===== src/rtl/ntt_stage_seq_if.sv =====
// Handshake and address bus between the NTT stage sequencer and its
// surroundings (start/done control, RAM banks, twiddle ROM, butterfly).
interface ntt_stage_seq_if #(
    parameter int LOGN = 8
);
    logic            start;
    logic            inverse;
    logic            hold;
    logic            busy;
    logic            done;
    logic            rd_en;
    logic            rd_buf;
    logic [LOGN-1:0] rd_addr_x;
    logic [LOGN-1:0] rd_addr_y;
    logic [LOGN-1:0] tw_addr;
    logic            bf_en;
    logic            wr_en;
    logic            wr_buf;
    logic [LOGN-1:0] wr_addr_x;
    logic [LOGN-1:0] wr_addr_y;
    logic            out_buf;

    modport master (
        output start, inverse, hold,
        input  busy, done, rd_en, rd_buf, rd_addr_x, rd_addr_y, tw_addr,
               bf_en, wr_en, wr_buf, wr_addr_x, wr_addr_y, out_buf
    );

    modport slave (
        input  start, inverse, hold,
        output busy, done, rd_en, rd_buf, rd_addr_x, rd_addr_y, tw_addr,
               bf_en, wr_en, wr_buf, wr_addr_x, wr_addr_y, out_buf
    );
endinterface


===== src/rtl/ntt_stage_seq.sv =====
// Address/control sequencer for an in-place radix-2 iterative NTT over a
// ping-pong RAM pair. Issues one butterfly per cycle, then waits for the
// butterfly pipeline to drain before the next stage.
//
// state | meaning
// IDLE  | waiting for start
// ISSUE | issuing butterfly k of stage s (stalled while hold=1)
// DRAIN | counting down the write delay before next stage or done
module ntt_stage_seq #(
    parameter int LOGN   = 8,
    parameter int BF_LAT = 4,
    parameter int RD_LAT = 1
) (
    input logic           clk,
    input logic           reset,
    ntt_stage_seq_if.slave bus
);
    localparam int D   = BF_LAT + RD_LAT;
    localparam int KW  = LOGN - 1;
    localparam int DLW = 2 * LOGN + 2;

    localparam logic [KW-1:0]   K_LAST = {KW{1'b1}};
    localparam logic [3:0]      S_LAST = 4'(LOGN - 1);
    localparam logic [4:0]      D_CNT  = 5'(D);
    localparam logic [LOGN-1:0] ONE    = LOGN'(1);
    localparam logic [31:0]     LOGN_V = LOGN;

    localparam logic [1:0] IDLE  = 2'd0;
    localparam logic [1:0] ISSUE = 2'd1;
    localparam logic [1:0] DRAIN = 2'd2;

    logic [1:0]      state;
    logic [3:0]      stage;
    logic [KW-1:0]   k;
    logic [4:0]      cnt;
    logic            mode;
    logic            busy;
    logic            done;
    logic            rd_en;
    logic [LOGN-1:0] rd_addr_x;
    logic [LOGN-1:0] rd_addr_y;
    logic [LOGN-1:0] tw_addr;
    logic [DLW-1:0]  dline [D];
    logic [RD_LAT-1:0] bf_line;

    logic [LOGN-1:0] kx, half, p, g, a, b;
    logic [LOGN-2:0] twi;

    // Butterfly addresses and twiddle index for the current (stage, k).
    always_comb begin
        kx   = {1'b0, k};
        half = ONE << stage;
        p    = kx & (half - ONE);
        g    = kx >> stage;
        a    = ((g << stage) << 1) | p;
        b    = a | half;
        twi  = p[LOGN-2:0] << (S_LAST - stage);
    end

    // Stage/issue/drain control with registered read-side outputs.
    always_ff @(posedge clk or negedge reset) begin
        if (!reset) begin
            state     <= IDLE;
            stage     <= '0;
            k         <= '0;
            cnt       <= '0;
            mode      <= 1'b0;
            busy      <= 1'b0;
            done      <= 1'b0;
            rd_en     <= 1'b0;
            rd_addr_x <= '0;
            rd_addr_y <= '0;
            tw_addr   <= '0;
        end else begin
            done  <= 1'b0;
            rd_en <= 1'b0;
            case (state)
                IDLE: begin
                    if (bus.start) begin
                        mode  <= bus.inverse;
                        stage <= '0;
                        k     <= '0;
                        busy  <= 1'b1;
                        state <= ISSUE;
                    end
                end
                ISSUE: begin
                    if (!bus.hold) begin
                        rd_en     <= 1'b1;
                        rd_addr_x <= a;
                        rd_addr_y <= b;
                        tw_addr   <= {mode, twi};
                        if (k == K_LAST) begin
                            cnt   <= D_CNT;
                            state <= DRAIN;
                        end else begin
                            k <= k + 1'b1;
                        end
                    end
                end
                DRAIN: begin
                    // Last stage waits one extra cycle so done lands after its final write.
                    if (stage == S_LAST) begin
                        if (cnt == 5'd0) begin
                            busy  <= 1'b0;
                            done  <= 1'b1;
                            state <= IDLE;
                        end else begin
                            cnt <= cnt - 1'b1;
                        end
                    end else if (cnt == 5'd1) begin
                        cnt   <= '0;
                        stage <= stage + 1'b1;
                        k     <= '0;
                        state <= ISSUE;
                    end else begin
                        cnt <= cnt - 1'b1;
                    end
                end
                default: state <= IDLE;
            endcase
        end
    end

    // Write-side and butterfly-valid delay lines; advance every cycle, hold or not.
    always_ff @(posedge clk or negedge reset) begin
        if (!reset) begin
            for (int i = 0; i < D; i++) dline[i] <= '0;
            bf_line <= '0;
        end else begin
            dline[0] <= {rd_en, ~stage[0], rd_addr_x, rd_addr_y};
            for (int i = 1; i < D; i++) dline[i] <= dline[i-1];
            bf_line[0] <= rd_en;
            for (int i = 1; i < RD_LAT; i++) bf_line[i] <= bf_line[i-1];
        end
    end

    assign bus.busy      = busy;
    assign bus.done      = done;
    assign bus.rd_en     = rd_en;
    assign bus.rd_buf    = stage[0];
    assign bus.rd_addr_x = rd_addr_x;
    assign bus.rd_addr_y = rd_addr_y;
    assign bus.tw_addr   = tw_addr;
    assign bus.bf_en     = bf_line[RD_LAT-1];
    assign {bus.wr_en, bus.wr_buf, bus.wr_addr_x, bus.wr_addr_y} = dline[D-1];
    assign bus.out_buf   = LOGN_V[0];
endmodule


===== src/flat_wrapper.sv =====
// flat-port wrapper written by rule: the top's interface ports become plain ports
module ntt_stage_seq_flat 
#(
    parameter int LOGN   = 8,
    parameter int BF_LAT = 4,
    parameter int RD_LAT = 1
)
  (clk, reset, bus_start, bus_inverse, bus_hold, bus_busy, bus_done, bus_rd_en, bus_rd_buf, bus_rd_addr_x, bus_rd_addr_y, bus_tw_addr, bus_bf_en, bus_wr_en, bus_wr_buf, bus_wr_addr_x, bus_wr_addr_y, bus_out_buf);
  ntt_stage_seq_if #(.LOGN(LOGN)) bus_i ();
  input logic clk;
  input logic reset;
  input wire logic [$bits(bus_i.start)-1:0] bus_start;
  input wire logic [$bits(bus_i.inverse)-1:0] bus_inverse;
  input wire logic [$bits(bus_i.hold)-1:0] bus_hold;
  output wire logic [$bits(bus_i.busy)-1:0] bus_busy;
  output wire logic [$bits(bus_i.done)-1:0] bus_done;
  output wire logic [$bits(bus_i.rd_en)-1:0] bus_rd_en;
  output wire logic [$bits(bus_i.rd_buf)-1:0] bus_rd_buf;
  output wire logic [$bits(bus_i.rd_addr_x)-1:0] bus_rd_addr_x;
  output wire logic [$bits(bus_i.rd_addr_y)-1:0] bus_rd_addr_y;
  output wire logic [$bits(bus_i.tw_addr)-1:0] bus_tw_addr;
  output wire logic [$bits(bus_i.bf_en)-1:0] bus_bf_en;
  output wire logic [$bits(bus_i.wr_en)-1:0] bus_wr_en;
  output wire logic [$bits(bus_i.wr_buf)-1:0] bus_wr_buf;
  output wire logic [$bits(bus_i.wr_addr_x)-1:0] bus_wr_addr_x;
  output wire logic [$bits(bus_i.wr_addr_y)-1:0] bus_wr_addr_y;
  output wire logic [$bits(bus_i.out_buf)-1:0] bus_out_buf;
  assign bus_i.start = bus_start;
  assign bus_i.inverse = bus_inverse;
  assign bus_i.hold = bus_hold;
  assign bus_busy = bus_i.busy;
  assign bus_done = bus_i.done;
  assign bus_rd_en = bus_i.rd_en;
  assign bus_rd_buf = bus_i.rd_buf;
  assign bus_rd_addr_x = bus_i.rd_addr_x;
  assign bus_rd_addr_y = bus_i.rd_addr_y;
  assign bus_tw_addr = bus_i.tw_addr;
  assign bus_bf_en = bus_i.bf_en;
  assign bus_wr_en = bus_i.wr_en;
  assign bus_wr_buf = bus_i.wr_buf;
  assign bus_wr_addr_x = bus_i.wr_addr_x;
  assign bus_wr_addr_y = bus_i.wr_addr_y;
  assign bus_out_buf = bus_i.out_buf;
  ntt_stage_seq #(.LOGN(LOGN), .BF_LAT(BF_LAT), .RD_LAT(RD_LAT)) u_core (.clk(clk), .reset(reset), .bus(bus_i));
endmodule

===== config.mk =====
export PLATFORM = sky130hd
export DESIGN_NAME = ntt_stage_seq_flat
export DESIGN_NICKNAME = d
export VERILOG_FILES = /design/src/rtl/ntt_stage_seq_if.sv /design/src/rtl/ntt_stage_seq.sv /design/src/flat_wrapper.sv
export SDC_FILE = /design/constraint.sdc
export NUM_CORES = 1
export LEC_CHECK = 0
export CAP_MARGIN = 20
export CORE_UTILIZATION = 55
export CTS_BUF_LIST = sky130_fd_sc_hd__clkbuf_8
export CTS_CLUSTER_SIZE = 25
export DETAILED_ROUTE_END_ITERATION = 10
export PLACE_DENSITY = 0.74
export SYNTH_ARGS = -nofsm -noshare
export SYNTH_HDL_FRONTEND = slang
export SYNTH_SLANG_ARGS = --single-unit

===== constraint.sdc =====
create_clock -name clk -period 4.9 [get_ports clk]
set_clock_uncertainty 0.05 [all_clocks]
set_input_delay 0.735 -clock clk [delete_from_list [all_inputs] [get_ports clk]]
set_output_delay 0.735 -clock clk [all_outputs]
set_load 0.01 [all_outputs]

# After elaboration in Yosys (flattened, before gate mapping)
# Cells that the tools add are included.
op_classes:
  add_sub_neg: 5
  n_eq_ne: 16
  n_shift: 4
  muxes: 32
  bitwise: 5
  n_reduce_logical: 12
op_table:
  columns: ["op", "n"]
  rows:
  - ["7-bit 2-to-1 mux", 5]
  - ["5-bit 2-to-1 mux", 5]
  - ["7-bit one-hot mux with 3 select lines", 1]
  - ["8-bit bitwise OR", 2]
  - ["2-bit 2-to-1 mux", 6]
  - ["4-bit 2-to-1 mux", 3]
  - ["4-bit AND reduction", 3]
  - ["5-bit one-hot mux with 2 select lines", 1]
  - ["7-bit by 8-bit AND with 8-bit output", 1]
  - ["1-bit 2-to-1 mux", 8]
  - ["2-bit by 1-bit inequality test with 1-bit output, second input constant", 4]
  - ["2-bit inequality test, second input constant", 4]
  - ["4-bit one-hot mux with 2 select lines", 1]
  - ["1-bit by 4-bit << shifter with 8-bit output, first input constant", 1]
  - ["8-bit by 4-bit << shifter with 7-bit output", 1]
  - ["7-bit by 4-bit >> shifter with 8-bit output", 1]
  - ["8-bit by 1-bit subtractor with 8-bit output, second input constant", 1]
  - ["7-bit by 1-bit adder with 7-bit output, second input constant", 1]
  - ["7-bit equality test, second input constant", 1]
  - ["7-bit by 4-bit << shifter with 7-bit output", 1]
  - ["3-bit inequality test, second input constant", 2]
  - ["2-bit one-hot mux with 3 select lines", 1]
  - ["6-bit AND reduction", 1]
  - ["5-bit by 1-bit equality test with 1-bit output, second input constant", 1]
  - ["other kinds (15)", 18]
word_totals:
  ff_bits: 137
  in_bits: 5
  out_inout_bits: 48
  wordCells: 91

# Logic depth before layout (Yosys ltp)
depth:
  depth_word: 5
  ltp_mapped: 10
  depth_no_buf: 9

# Least setup slack after synthesis
# Ideal clock, no wire load.
synth_path:
  path_type: "register -> register"
  startpoint: "register u_core.stage[0]"
  endpoint: "register u_core.tw_addr[6], in the netlist u_core.bus.tw_addr[6]"
  arrival_ns: 2.882
  t_required_ns: 4.746
  path_slack_ns: 1.865
  stages_incl_launch_ff: 11
  path_buffers: 1
  synth_period_minus_slack_ns: 3.035
  path_cell_list: "dfrtp_1 > clkbuf_1 > inv_1 > ha_1 > or3b_2 > ha_1 > nand2b_1 > mux2_2 > o31ai_2 > o211ai_1 > a221oi_1"
synth_via:
  elab_chain_cells: 4
  elab_cells_between_ends: 5
  classes_between: "add/sub: 2; shift: 2; bitwise: 1"
synth_lines:
  columns: ["element", "line_no", "rtl"]
  rows:
  - ["from (decl)", "ntt_stage_seq.sv:33", "logic [3:0] stage;"]
  - ["from (signal assigned)", "ntt_stage_seq.sv:113", "stage <= stage + 1'b1;"]
  - ["1-bit by 4-bit << shifter with 8-bit output", "ntt_stage_seq.sv:52", "half = ONE << stage;"]
  - ["8-bit by 1-bit subtractor with 8-bit output", "ntt_stage_seq.sv:53", "p = kx & (half - ONE);"]
  - ["7-bit by 8-bit AND with 8-bit output", "ntt_stage_seq.sv:53", null]
  - ["7-bit by 4-bit << shifter with 7-bit output (*)", "ntt_stage_seq.sv:57", "twi = p[LOGN-2:0] << (S_LAST - stage);"]
  - ["to (signal assigned)", "ntt_stage_seq.sv:92", "tw_addr <= {mode, twi};"]
  - ["to (decl)", "ntt_stage_seq.sv:42", "logic [LOGN-1:0] tw_addr;"]
# Every way passes the cells marked *; elsewhere a longest branch is shown, timed or not.
# A chain may end at the register's enable or synchronous reset.

# Worst setup path in the final report
layout_path:
  startpoint: "register u_core.stage[1]"
  endpoint: "register u_core.tw_addr[6], in the netlist u_core.bus.tw_addr[6]"
# The elaborated chain is that of the path after synthesis.

==> reports/results.ini <==
[timing]
relSlewSlack_pct = 45.9
fmax_mhz = 285
hold_ws_ns = 0.290
rsz0062_at_grt = no
setup-violations-final = 0
min_period_ns = 3.51
worst_pin_slew_ns = 0.812
hold_viol = 0
fin_tns_setup_ns = 0
finalCritPeriodShare_pct = 71.5
drv_slew = 0

[global_routing]
grt_overflow = 0
antenna_found_initial = 0
grt_max_degree = 95
grt_pass1_vias = 3239
grt_pass1_wl_mm = 16.7
grt.total_usage_pct = 22.9

[setup_path]
cp-end-kind = flip-flop
crit_type = reg -> reg
path_max_fanout = 18
crit_required_ns = 5.17
start_kind = flip-flop
crit_arrival_ns = 3.78

[yosys]
synth_top_cell_area_share_pct = 67.0
synthMuxAreaShare_pct = 1.11
yosysMostFrequentCell = dfrtp_1
synth_top_family_by_area = compound AO/OA/AOI/OAI gates
synth_fa_ha_area_share_pct = 2.46
synth-xor-area-share_pct = 0.173
synth_compound_area_share_pct = 13.2
synth_edf_count = 0
synthTopCellsByArea = dfrtp_1 67%, o21ai_0 2.6%, buf_4 2.5%
synth-simple-area-share_pct = 10.7
syn_nets = 421
ys_dominant_reg_cell = dfrtp_1
synth_cell_types = 58
syn_inst = 406
ys_warn_count = 0
synth-seq-cells = 136
synth_common_cells = 136 x dfrtp_1, 34 x nand2_1, 26 x o21ai_0
syn_avg_cell_area_um2 = 12.5
ys_seq_area_share_pct = 67.0
post-synth-top-area-cell = dfrtp_1
async_reset_ff_share_pct = 100
synth_area_um2 = 5080

[clocking]
cts_root_buf = clkbuf_8
numCtsBuffers = 17
cts_resized = 0
h-tree-depth = 4
cts_hold_buf = 0
cts_buffer_depth = 2
path_clk_slew_ns = 0.08
cts_tree = done
clkLatencyLatePin_ns = 0.43
cts_num_sinks = 136
post_cts_buffers = 0

[detailed_routing]
drc = 5
drt_first_pass_iters = 7
vias = 3194
vias_per_cell = 5.67
drt_wl_total_mm = 9.96
routedWlPerCell_um = 17.7
drt_iter0_drc = 268
drt.antenna.violating_nets = 0

[floorplan]
ioPinCount = 53
coreArea_um2 = 8850
die_h_um = 98.1
initial_core_util_pct = 57.4
die_w_um = 98.1
dieArea_um2 = 9620
rows = 34

[cells_and_area]
post_route_cells_drive_above_1_share_pct = 10.1
fin_util_pct = 67.0
area_growth_pct = 16.8
num-fill-cells = 672
insertedDiodeCount = 0
layout.nets = 458
postLayoutCellArea_um2 = 5930

[pwr]
p_comb_share_pct = 12.6
seqPwrFrac_pct = 53.4
finalPower_uw = 2770
sw_frac_of_total_pct = 27.4
power.leakage_uw = 0.00261
powerDensity_nw_per_um2 = 468
max-vdd-ir-drop_mv = 0.259
power_switching_uw = 759
p_int_uw = 2010
pwr-share-clk_pct = 33.9

[placement]
io_buffers = 51
dpl-instance-area_um2 = 5520
dp_hpwl_mm = 6.56
globalplace.congestion = 0.929

[worst_hold_path]
hp-class = reg -> reg

[flow_run]
cap_violations = 0

[status]
violations = design-rule violations
outcome = finished with violations

[cells by family after synthesis]
kind of cell	Yosys count
AO/OA/AOI/OAI	99
XOR/XNOR	1
adder cells (fa/ha/maj)	10
buffers and inverters	47
flip-flops	136
multiplexers	5
other	1
AND/OR/NAND/NOR	107
[power groups by stage]
stage / Clock, uW / Sequential, uW / Combinational [uW]
global placement: 0 / 1490 / 348
detailed placement: 0 / 1510 / 354
finish: 940 / 1480 / 350
floorplan: 0 / 1450 / 213
CTS: 967 / 1480 / 355
global route: 1020 / 1510 / 385
[state kept, by name (all words and copies together), names as in the netlist, 2 cells and up]
signal,flops
u_core.stage,4
u_core.bus.wr_addr_y,8
u_core.bus.wr_addr_x,8
u_core.cnt,5
u_core.k,7
u_core.bus.tw_addr,8
u_core.bus.rd_addr_x,8
u_core.bus.rd_addr_y,8
u_core.state,2
u_core.dline,71
[worst max-delay path, stage by stage (launching register included)]
cell,delay (ns)
dfrtp_1,0.60
inv_1,0.35
ha_1,0.37
or3b_2,0.53
ha_1,0.31
nand2b_1,0.12
mux2_2,0.36
o31ai_2,0.26
o211ai_1,0.16
a221oi_1,0.30
[final cells by class]
class	instances	area (um^2)	share of cell area, %
well taps	108	135	2.28
clock inverters	13	159	2.68
multi-input cells	223	1410	23.8
repair buffers	53	527	8.89
flip-flops and latches	136	3400	57.4
clock buffers	18	248	4.18
inverters	12	46.3	0.781
[placed cells by master (no fill, tap or decap), types with 3 or more instances in the layout]
cell             instances
clkbuf_8                18
nand2_1                 34
a22o_1                   5
o21a_1                   5
inv_1                   11
dfrtp_1                136
a31oi_1                  9
ha_1                    10
inv_8                    3
nor3b_1                  3
clkdlybuf4s50_1         50
and3_1                   5
and2_1                   5
o31ai_1                  7
nor2_1                  19
nor2b_1                  4
mux2_2                   5
a21oi_1                 16
a32o_1                   4
a311o_1                  4
nand3_1                  9
inv_6                    4
o21ai_0                 26
nor4_1                   3
nand2b_1                 5
nor3_1                   8
o211ai_1                 3
[per-stage QoR]
step	std cells	setup slack, ns
2_1_floorplan	406	1.86
3_3_place_gp	532	1.55
3_5_place_dp	532	1.42
4_1_cts	563	1.43
5_1_grt	563	1.16
6_report	563	1.39
[per-layer routing]
layer | vias to the layer above | global-route usage [%] | wire, um
met5 | - | 0 | 0
met4 | 0 | 7.23 | 127
met3 | 13 | 6.94 | 437
met2 | 86 | 36.8 | 4920
met1 | 1612 | 30.1 | 4470
li1 | 1483 | - | -
[path summary, 6_finish.rpt]
kind                                       start                    end  slack, ns  cells after the start
worst max register to register   u_core.stage[1]  u_core.bus.tw_addr[6]       1.39                      9
min in group asynchronous                  reset       u_core.dline[27]       0.33                      1
worst min register to register  u_core.dline[54]       u_core.dline[36]       0.29                      0
worst min-delay path            u_core.dline[54]       u_core.dline[36]       0.29                      0
worst max-delay path             u_core.stage[1]  u_core.bus.tw_addr[6]       1.39                      9
max in group asynchronous                  reset        u_core.stage[0]       3.44                      2
(Power assumes the default switching activity.)
